<file path="src/rtl/tmul_row_sequencer.sv">
`timescale 1ns/1ps
`default_nettype none
// ============================================================================
// Module   : tmul_row_sequencer
// Purpose  : Streams up to N_ROWS B-tile rows into the Booth/FMA datapath,
//            then waits out the datapath latency before signalling completion.
// Revision : 1.0 - initial release
// ============================================================================
module tmul_row_sequencer #(
    parameter int N_ROWS   = 16,
    parameter int PIPE_LAT = 3
) (
    input  logic         clk,
    input  logic         rst_n,
    input  logic         start,
    input  logic         abort,
    input  logic [1:0]   mode,
    input  logic [4:0]   k_len,
    input  logic         b_valid,
    output logic         b_ready,
    input  logic [255:0] b_row,
    output logic         dp_valid,
    input  logic         dp_ready,
    output logic [255:0] dp_row,
    output logic [3:0]   dp_idx,
    output logic [1:0]   dp_mode,
    output logic         dp_first,
    output logic         dp_last,
    output logic         busy,
    output logic         done,
    output logic         err
);

    localparam int              C_DW         = (PIPE_LAT > 1) ? $clog2(PIPE_LAT) : 1;
    localparam logic [5:0]      C_MAX_ROWS   = 6'(N_ROWS);
    localparam logic [C_DW-1:0] C_DRAIN_INIT = C_DW'(PIPE_LAT - 1);

    typedef enum logic [1:0] {
        S_IDLE  = 2'd0,
        S_ISSUE = 2'd1,
        S_DRAIN = 2'd2,
        S_DONE  = 2'd3
    } state_t;

    state_t          r_state;
    logic [4:0]      r_cnt;
    logic [4:0]      r_k_len;
    logic [C_DW-1:0] r_drain;

    logic w_cfg_legal;
    logic w_load;
    logic w_accept;

    assign w_cfg_legal = (mode != 2'b11) && (k_len != 5'd0) && ({1'b0, k_len} <= C_MAX_ROWS);

    // The output register may be refilled in the same cycle it is drained.
    assign b_ready  = (r_state == S_ISSUE) && (r_cnt < r_k_len) && (!dp_valid || dp_ready);
    assign w_load   = b_valid && b_ready;
    assign w_accept = dp_valid && dp_ready;
    assign busy     = (r_state != S_IDLE);

    always_ff @(posedge clk or negedge rst_n) begin
        if (!rst_n) begin
            r_state  <= S_IDLE;
            r_cnt    <= 5'd0;
            r_k_len  <= 5'd0;
            r_drain  <= '0;
            dp_valid <= 1'b0;
            dp_row   <= '0;
            dp_idx   <= 4'd0;
            dp_mode  <= 2'b00;
            dp_first <= 1'b0;
            dp_last  <= 1'b0;
            done     <= 1'b0;
            err      <= 1'b0;
        end else begin
            done <= 1'b0;
            if ((r_state != S_IDLE) && abort) begin
                r_state  <= S_IDLE;
                r_cnt    <= 5'd0;
                r_drain  <= '0;
                dp_valid <= 1'b0;
            end else begin
                case (r_state)
                    S_IDLE: begin
                        if (start) begin
                            if (w_cfg_legal) begin
                                dp_mode <= mode;
                                r_k_len <= k_len;
                                err     <= 1'b0;
                                r_cnt   <= 5'd0;
                                r_state <= S_ISSUE;
                            end else begin
                                // Rejected configuration still completes so software is not left waiting.
                                err  <= 1'b1;
                                done <= 1'b1;
                            end
                        end
                    end
                    S_ISSUE: begin
                        if (w_load) begin
                            dp_row   <= b_row;
                            dp_idx   <= r_cnt[3:0];
                            dp_first <= (r_cnt == 5'd0);
                            dp_last  <= (r_cnt == r_k_len - 5'd1);
                            dp_valid <= 1'b1;
                            r_cnt    <= r_cnt + 5'd1;
                        end else if (dp_ready) begin
                            dp_valid <= 1'b0;
                        end
                        if (w_accept && dp_last) begin
                            r_state <= S_DRAIN;
                            r_drain <= C_DRAIN_INIT;
                        end
                    end
                    S_DRAIN: begin
                        if (r_drain == '0) begin
                            r_state <= S_DONE;
                            done    <= 1'b1;
                        end else begin
                            r_drain <= r_drain - C_DW'(1);
                        end
                    end
                    S_DONE: begin
                        r_state <= S_IDLE;
                    end
                    default: begin
                        r_state <= S_IDLE;
                    end
                endcase
            end
        end
    end

endmodule
`default_nettype wire

</file>
<file path="config.mk">
export PLATFORM = sky130hd
export DESIGN_NAME = tmul_row_sequencer
export DESIGN_NICKNAME = d
export VERILOG_FILES = /design/src/rtl/tmul_row_sequencer.sv
export SDC_FILE = /design/constraint.sdc
export NUM_CORES = 1
export LEC_CHECK = 0
export CELL_PAD_IN_SITES_DETAIL_PLACEMENT = 1
export CELL_PAD_IN_SITES_GLOBAL_PLACEMENT = 2
export CORE_MARGIN = 8
export CORE_UTILIZATION = 26
export DETAILED_ROUTE_END_ITERATION = 8
export HOLD_SLACK_MARGIN = 0.15
export PLACE_DENSITY = 0.9
export SYNTH_ARGS = -nofsm -noshare
export SYNTH_HDL_FRONTEND = slang
export SYNTH_SLANG_ARGS = --single-unit
export TNS_END_PERCENT = 5
</file>
<file path="constraint.sdc">
create_clock -name clk -period 3.13 [get_ports clk]
set_input_delay 0.626 -clock clk [delete_from_list [all_inputs] [get_ports clk]]
set_output_delay 0.626 -clock clk [all_outputs]
set_load 0.1 [all_outputs]
</file>
* Yosys cells after proc, flatten, opt, wreduce, memory -nomap -nowiden
Index checks and enable logic that the tools add are counted.
** Cells by class
- Order comparisons :: 2
- Multiplexer cells :: 23
- Reduce and logical (&&, ||, !) cells :: 26
- Equality and inequality tests :: 11
- Add/sub/neg operators :: 3
- Bitwise logic cells :: 1
** Operator list (number)
- 5-bit 2-to-1 mux :: 4
- 2-bit 2-to-1 mux :: 7
- 3-bit inequality test, second input constant :: 4
- 4-bit AND reduction :: 3
- 5-bit one-hot mux with 2 select lines :: 1
- 3-bit AND reduction :: 3
- 3-bit nonzero test :: 3
- 1-bit logical AND :: 8
- 1-bit 2-to-1 mux :: 8
- 2-bit one-hot mux with 4 select lines :: 1
- 5-bit by 1-bit adder with 5-bit output, second input constant :: 1
- 5-bit equality test :: 1
- 5-bit less-or-equal comparator, second input constant :: 1
- 5-bit zero test :: 1
- 5-bit < comparator :: 1
- 5-bit nonzero test :: 1
- 5-bit by 1-bit subtractor with 5-bit output, second input constant :: 1
- 2-bit equality test, second input constant :: 2
- 2-bit zero test :: 2
- 2-bit one-hot mux with 2 select lines :: 1
- 2-bit nonzero test :: 2
- 3-bit by 1-bit inequality test with 1-bit output, second input constant :: 1
- 3-bit by 2-bit inequality test with 1-bit output, second input constant :: 1
- 2-bit by 1-bit equality test with 1-bit output, second input constant :: 1
- 7 further kinds :: 7
** Storage, ports and cells
- Bits in registers :: 281
- Logic and storage cells :: 78

* Logic depth before layout (Yosys ltp)
Gate-level depths: netlist of the first run.
- Depth after elaboration :: 7
- Depth in mapped cells :: 9
- Gate-level depth less buffers :: 7

* Least setup slack after synthesis of the first run
No wires, ideal clock.
- Path kind :: reg2out
- Start :: register dp_valid
- End :: output port b_ready
- Required time :: 2504 ps
- Data arrival time :: 3447 ps
- Buffers on the path :: 0
- Cell stages (with the launch flop) :: 4
- Setup slack :: -943 ps
- Cells stage by stage :: dfrtp_1 > nand2b_1 > nand4b_1 > nor3b_1
** Between the ends
- Longest elaborated chain between the ends :: 3
** RTL lines
- start: declaration :: line 22 : output logic dp_valid,
- start signal: assignment :: line 68 : dp_valid <= 1'b0;
- start signal: assignment :: line 82 : dp_valid <= 1'b0;
- start signal: assignment :: line 106 : dp_valid <= 1'b1;
- 1-bit zero test :: line 57 : assign b_ready = (r_state == S_ISSUE) && (r_cnt < r_k_len) && (!dp_valid || dp_ready);
- 1-bit logical OR :: line 57
- 1-bit logical AND :: line 57
- end: declaration :: line 20 : output logic b_ready,
No other way between the ends.

* Final worst setup path of the first run
- Start :: register r_cnt[4]
- End :: output port b_ready
** Between the ends
- Longest elaborated chain between the ends :: 3
** RTL lines
- start: declaration :: line 46 : logic [4:0] r_cnt;
- start signal: assignment :: line 107 : r_cnt <= r_cnt + 5'd1;
- 5-bit < comparator :: line 57
- 1-bit logical AND (2 in series) :: line 57
No other way between the ends.

==> impl_metrics.ini, run 1 <==
[clock_network]
cts_buffer_depth = 3
cts_resized = 0
cts_max_level = 2
cts.hold.buffers_added = 1
cts_root_buf = clkbuf_16
cts_tree = yes
cts_buffers = 34
path_clk_slew_ps = 60
cts_setup_buffers = 0
cts.sinks = 281
clk_latency_ps = 520

[synth]
synth_area_per_cell_um2 = 16.0
synth_cell_types = 41
synth_area_mm2 = 0.0110
postSynthCellCount = 685
synth_ff_type = dfrtp_1
synth-seq-area-share_pct = 64.0
synthTopCellsByArea = dfrtp_1 64%, mux2_2 21%, mux2_1 6.9%, buf_4 1.8%, ha_1 1.4%
yosysWarnings = 0
postSynthNetCount = 966
yosys-top-cells-count = 281 x dfrtp_1, 201 x mux2_2, 67 x mux2_1
synth.largest_area_cell = dfrtp_1
synth_edf_count = 0
ys_ff_latch = 281
yosysMostFrequentCell = dfrtp_1
async_flop_share_pct = 100
synth_top_area_share_pct = 64.0

[detailed_routing]
wirelength_mm = 38.9
drc = 0
wl_met2_mm = 19.9
vias_per_cell = 4.40
wl_per_cell_um = 21.4
top_layer = met5
met3_length_mm = 3.95
ant_nets = 0
via_count = 7987
initialDrtViolationCount = 251
firstDrtPassIters = 4
wirelength_met1_mm = 13.9

[floorplanning]
start_util_pct = 26.2
die_height_um = 222
pin_count = 538
dieArea_mm2 = 0.0491
core_mm2 = 0.0419
die_w_um = 222
rows = 75

[timing]
grt_setup_unrepaired = false
finalCritPeriodShare_pct = 91.4
timing.hold.ws_ps = 486
max_slew_margin_pct = 57.5
period_needed_ps = 2860
setup-violations-final = 0
hold_viol_final = 0
clock-skew-final_ps = 20.1
final-max-slew-violation-count = 0
fmax_mhz = 350
worst_pin_slew_ps = 638
fin_setup_tns_ps = 0

[placed_design]
portBuffers = 537
hpwl_mm = 30.8
routabilityCongestion = 0.801
dp.cells = 1757

[global_routing]
grt_pass1_vias = 9497
grt_pass1_wl_mm = 60.3
track_usage_pct = 15.7
grt_start_max_net_pins = 77
antenna_found_initial = 4
overflow = 0

[hold_path]
worstHoldStart = dp_row[160]
worstHoldPathType = reg2reg

[finish]
syn2layout_area_growth_pct = 60.4
fin_cells = 1817
final_util_pct = 42.1
layout-drive-gt1-share_pct = 43.1
fin_nets = 1536
fillers = 4400

[setup_path]
cp-start-kind = flip-flop
critPathMaxStageDelay_ps = 440
cp_num_buf_inv = 2
worstPathRequired_ps = 2500
rr_startpoint = r_k_len[1]
cp_slowest_cell = dfrtp_1
critPathMaxFanout = 5
path_class = reg2out
cp.arrival_ps = 2230
crit_family = simple AND/OR/NAND/NOR gates
crit_chain = ha_1, nand2_1, nand4b_1, buf_4, nor3b_2, buf_12
cp-end-kind = primary output
crit_start = r_cnt[4]

[run]
maxCapViolations = 0

[outcome]
status = completed
state kept, by name (all words and copies together) (netlist names):
name,flops
dp_valid,1
r_k_len,5
dp_first,1
dp_last,1
dp_idx,4
r_drain,2
done,1
dp_mode,2
r_cnt,5
dp_row,256
r_state,2
err,1
per-layer routing:
layer | up-vias | GRT usage (%)
li1 | 3565 | -
met1 | 3982 | 16.3
met5 | - | 0
met2 | 364 | 27.9
met4 | 4 | 5.47
met3 | 72 | 7.17
cell families (layout without fill, tap and decap cells):
logic type,Yosys count,after routing,synth area share [%]
xor+xnor,6,6,0.479
other cells,0,1,0
flops,281,281,64.0
mux,269,269,27.6
compound gates,26,26,1.75
fa+ha+maj,12,12,1.37
simple gates,44,44,2.23
buf+inv,47,639,2.55
worst reg2reg max path: cells and delay by family, from the launching register on:
kind | cells | cell delay, ps
buffers and inverters | 3 | 680
AND/OR/NAND/NOR | 2 | 500
flip-flops | 1 | 400
multiplexers | 1 | 390
AO/OA/AOI/OAI | 1 | 330
adder cells (fa/ha/maj) | 1 | 230
area by class of cell:
cell class | count | area (um2) | share of cell area [%]
sequential | 281 | 7030 | 39.9
timing repair buffer | 564 | 5020 | 28.5
clock buffer | 47 | 983 | 5.58
inverter | 17 | 63.8 | 0.362
multi-input combinational | 357 | 3670 | 20.9
antenna | 1 | 2.50 | 0.0142
clock inverter | 11 | 160 | 0.909
tap | 539 | 674 | 3.83
through the flow:
| stage | worst slack (ps) | cell area [um2] |
|---|---|---|
| final | 270 | 17600 |
| after global routing | 135 | 17600 |
| after CTS | 208 | 17600 |
| after detailed placement | 216 | 16500 |
| after global placement | 218 | 16500 |
| after floorplan | 18.7 | 11000 |
placed cells by master, fill, tap and decap left out, types with 2 or more instances in the layout:
cell type and count:
nand3_1 5, nand2b_1 2, clkdlybuf4s50_1 267, buf_12 9, nand2_1 15, and3_1 2, and2_1 3, nor3_1 3
xnor2_1 4, clkinvlp_4 2, o211a_1 2, a21oi_1 5, nand4_1 3, clkbuf_8 2, clkbuf_1 8, mux2_1 67
clkbuf_16 37, nor2_1 2, a21o_1 2, o21ai_0 5, mux2_2 201, dfrtp_1 281, inv_1 17, ha_1 12
xor2_1 2, nor4_1 2, bufinv_16 4, buf_4 286, a32o_1 2, clkinv_2 5
path summary, 6_finish.rpt:
path,end,slack (ps),cells past startpoint
max,b_ready,270,6
min,dp_row[160],490,1
max reg2reg,dp_row[157],460,8
min reg2reg,dp_row[160],490,1
max in group asynchronous,dp_row[231],1610,3
min in group asynchronous,dp_row[91],710,2
Power of run 1 is left out: the tool's default activity adds up to more than one toggle a clock period on the data nets, which glitch-free logic cannot reach.
==> inputs of run 2 (changes only) <==
==> constraint.sdc (replaced) <==
create_clock -name clk -period 3.13 [get_ports clk]
set_input_delay 0.313 -clock clk [delete_from_list [all_inputs] [get_ports clk]]
set_output_delay 0.313 -clock clk [all_outputs]
set_load 0.1 [all_outputs]
==> run 2 against run 1 <==
Against the previous run: sequential cell count did not move; register-to-register slack got worse by 80 ps; critical endpoint is now dp_row[181]; clock-buffer cell count grew 6; sequential share of layout area decreased by 1.0 points; global-route usage up 0.076 points; setup slack gained 110 ps; cell area grew 2.6%; via count down 0.16%.
==> impl_metrics.ini, run 2 (synthesis gave the netlist of run 1 again) <==
[clock_network]
path_clk_slew_ps = 60
cts.sinks = 281
cts_buffer_depth = 3
cts_setup_buffers = 0
cts_buffers = 35
cts_max_level = 2
cts_resized = 0
clk_latency_ps = 520
cts_root_buf = clkbuf_16
cts_tree = yes

[setup_path]
crit_start = r_cnt[4]
cp-end-kind = flip-flop
cp_slowest_cell = nor4_4
rr_startpoint = r_cnt[4]
r2r_end = dp_row[181]
ff2ff_path_depth = 7
worstPathRequired_ps = 3530
cp-start-kind = flip-flop
regToRegSetupSlack_ps = 380
path_class = reg2reg
crit_chain = ha_1, nand2_1, nand4b_1, nor4_4, buf_4, buf_12, mux2_2
critPathMaxFanout = 57
cp.arrival_ps = 3150
critPathMaxStageDelay_ps = 480

[finish]
final_util_pct = 43.2
layout-drive-gt1-share_pct = 27.3
largest_reg_flops = 256
final_cell_mix = 465 x clkdlybuf4s50_1, 281 x dfrtp_1, 201 x mux2_2
antenna_cells = 0
fin_nets = 1529
largestRegisters = dp_row: 256 flops, r_cnt: 5 flops, r_k_len: 5 flops
final_common_cell = clkdlybuf4s50_1
regMostFlops = dp_row
syn2layout_area_growth_pct = 64.7

[global_routing]
antenna_found_initial = 5
grt_pass1_vias = 9286
overflow = 0
track_usage_pct = 15.8
grt_pass1_wl_mm = 60.2
grt_start_max_net_pins = 89

[detailed_routing]
ant_nets = 0
vias_per_cell = 4.40
initialDrtViolationCount = 227
drc = 0
firstDrtPassIters = 4
via_count = 7974
wl_per_cell_um = 21.7
wirelength_mm = 39.3

[timing]
worst_pin_slew_ps = 1040
fmax_mhz = 363
setup-violations-final = 0
clock-skew-final_ps = 20.3
period_needed_ps = 2750
fin_setup_tns_ps = 0
grt_setup_unrepaired = false
max_slew_margin_pct = 30.5
hold_viol_final = 0
final-max-slew-violation-count = 0
finalCritPeriodShare_pct = 88.0

[hold_path]
worstHoldStart = b_row[159]
holdPathStages = 2
worstHoldPathType = in2reg
hold_end = dp_row[159]

[placed_design]
hpwl_mm = 30.5
portBuffers = 537
routabilityCongestion = 0.759

[run]
maxCapViolations = 0

[floorplanning]
die_height_um = 222
pin_count = 538
core_mm2 = 0.0419
die_w_um = 222
start_util_pct = 26.2
rows = 75
dieArea_mm2 = 0.0491

[outcome]
status = completed
==> run 2: final cells by class <==
| type | count | area [um2] |
|---|---|---|
| clock buffers | 53 | 1070 |
| fillers | 4296 | 23800 |
| multi-input cells | 357 | 3670 |
| repair buffers | 556 | 5450 |
| flip-flops and latches | 281 | 7030 |
| clock inverters | 9 | 124 |
| inverters | 17 | 63.8 |
| well taps | 539 | 674 |
==> run 2: critical path: cells and delay by family, from the launching register on <==
| family | cells | cell delay (ps) |
|---|---|---|
| simple gates | 3 | 830 |
| buf+inv | 2 | 530 |
| flops | 1 | 450 |
| mux | 1 | 410 |
| fa+ha+maj | 1 | 360 |
==> run 2: timing repair <==
action                                  CTS  global route
hold buffers                              1             0
hold endpoints to repair                 82             0
endpoints found under the setup margin    0             0
==> run 2: through the flow <==
step           worst slack (ps)  hold WS [ps]  cells  area (um2)
2_1_floorplan               332          17.4    685       11000
3_3_place_gp                361           402   1749       16900
3_5_place_dp                358           405   1749       16900
4_1_cts                     363           349   1812       18100
5_1_grt                     185           367   1812       18100
6_report                    376           395   1812       18100
==> run 2: metal layers <==
| metal | track usage (%) | vias to the layer above | part of all wire [%] |
|---|---|---|---|
| li1 | - | 3554 | - |
| met1 | 16.2 | 3990 | 35 |
| met2 | 27.9 | 352 | 51 |
| met3 | 8.08 | 70 | 11 |
| met4 | 4.83 | 8 | 2.6 |
| met5 | 0 | - | 0.13 |
==> run 2: worst max path at each step <==
stage,to,slack (ps),cells past startpoint
finish,dp_row[181],380,7
global route,dp_row[181],180,8
CTS,dp_row[181],360,8
detailed placement,dp_row[249],360,7
global placement,dp_row[4],360,7
floorplan,b_ready,330,3
Power of run 2 is left out for the same reason.
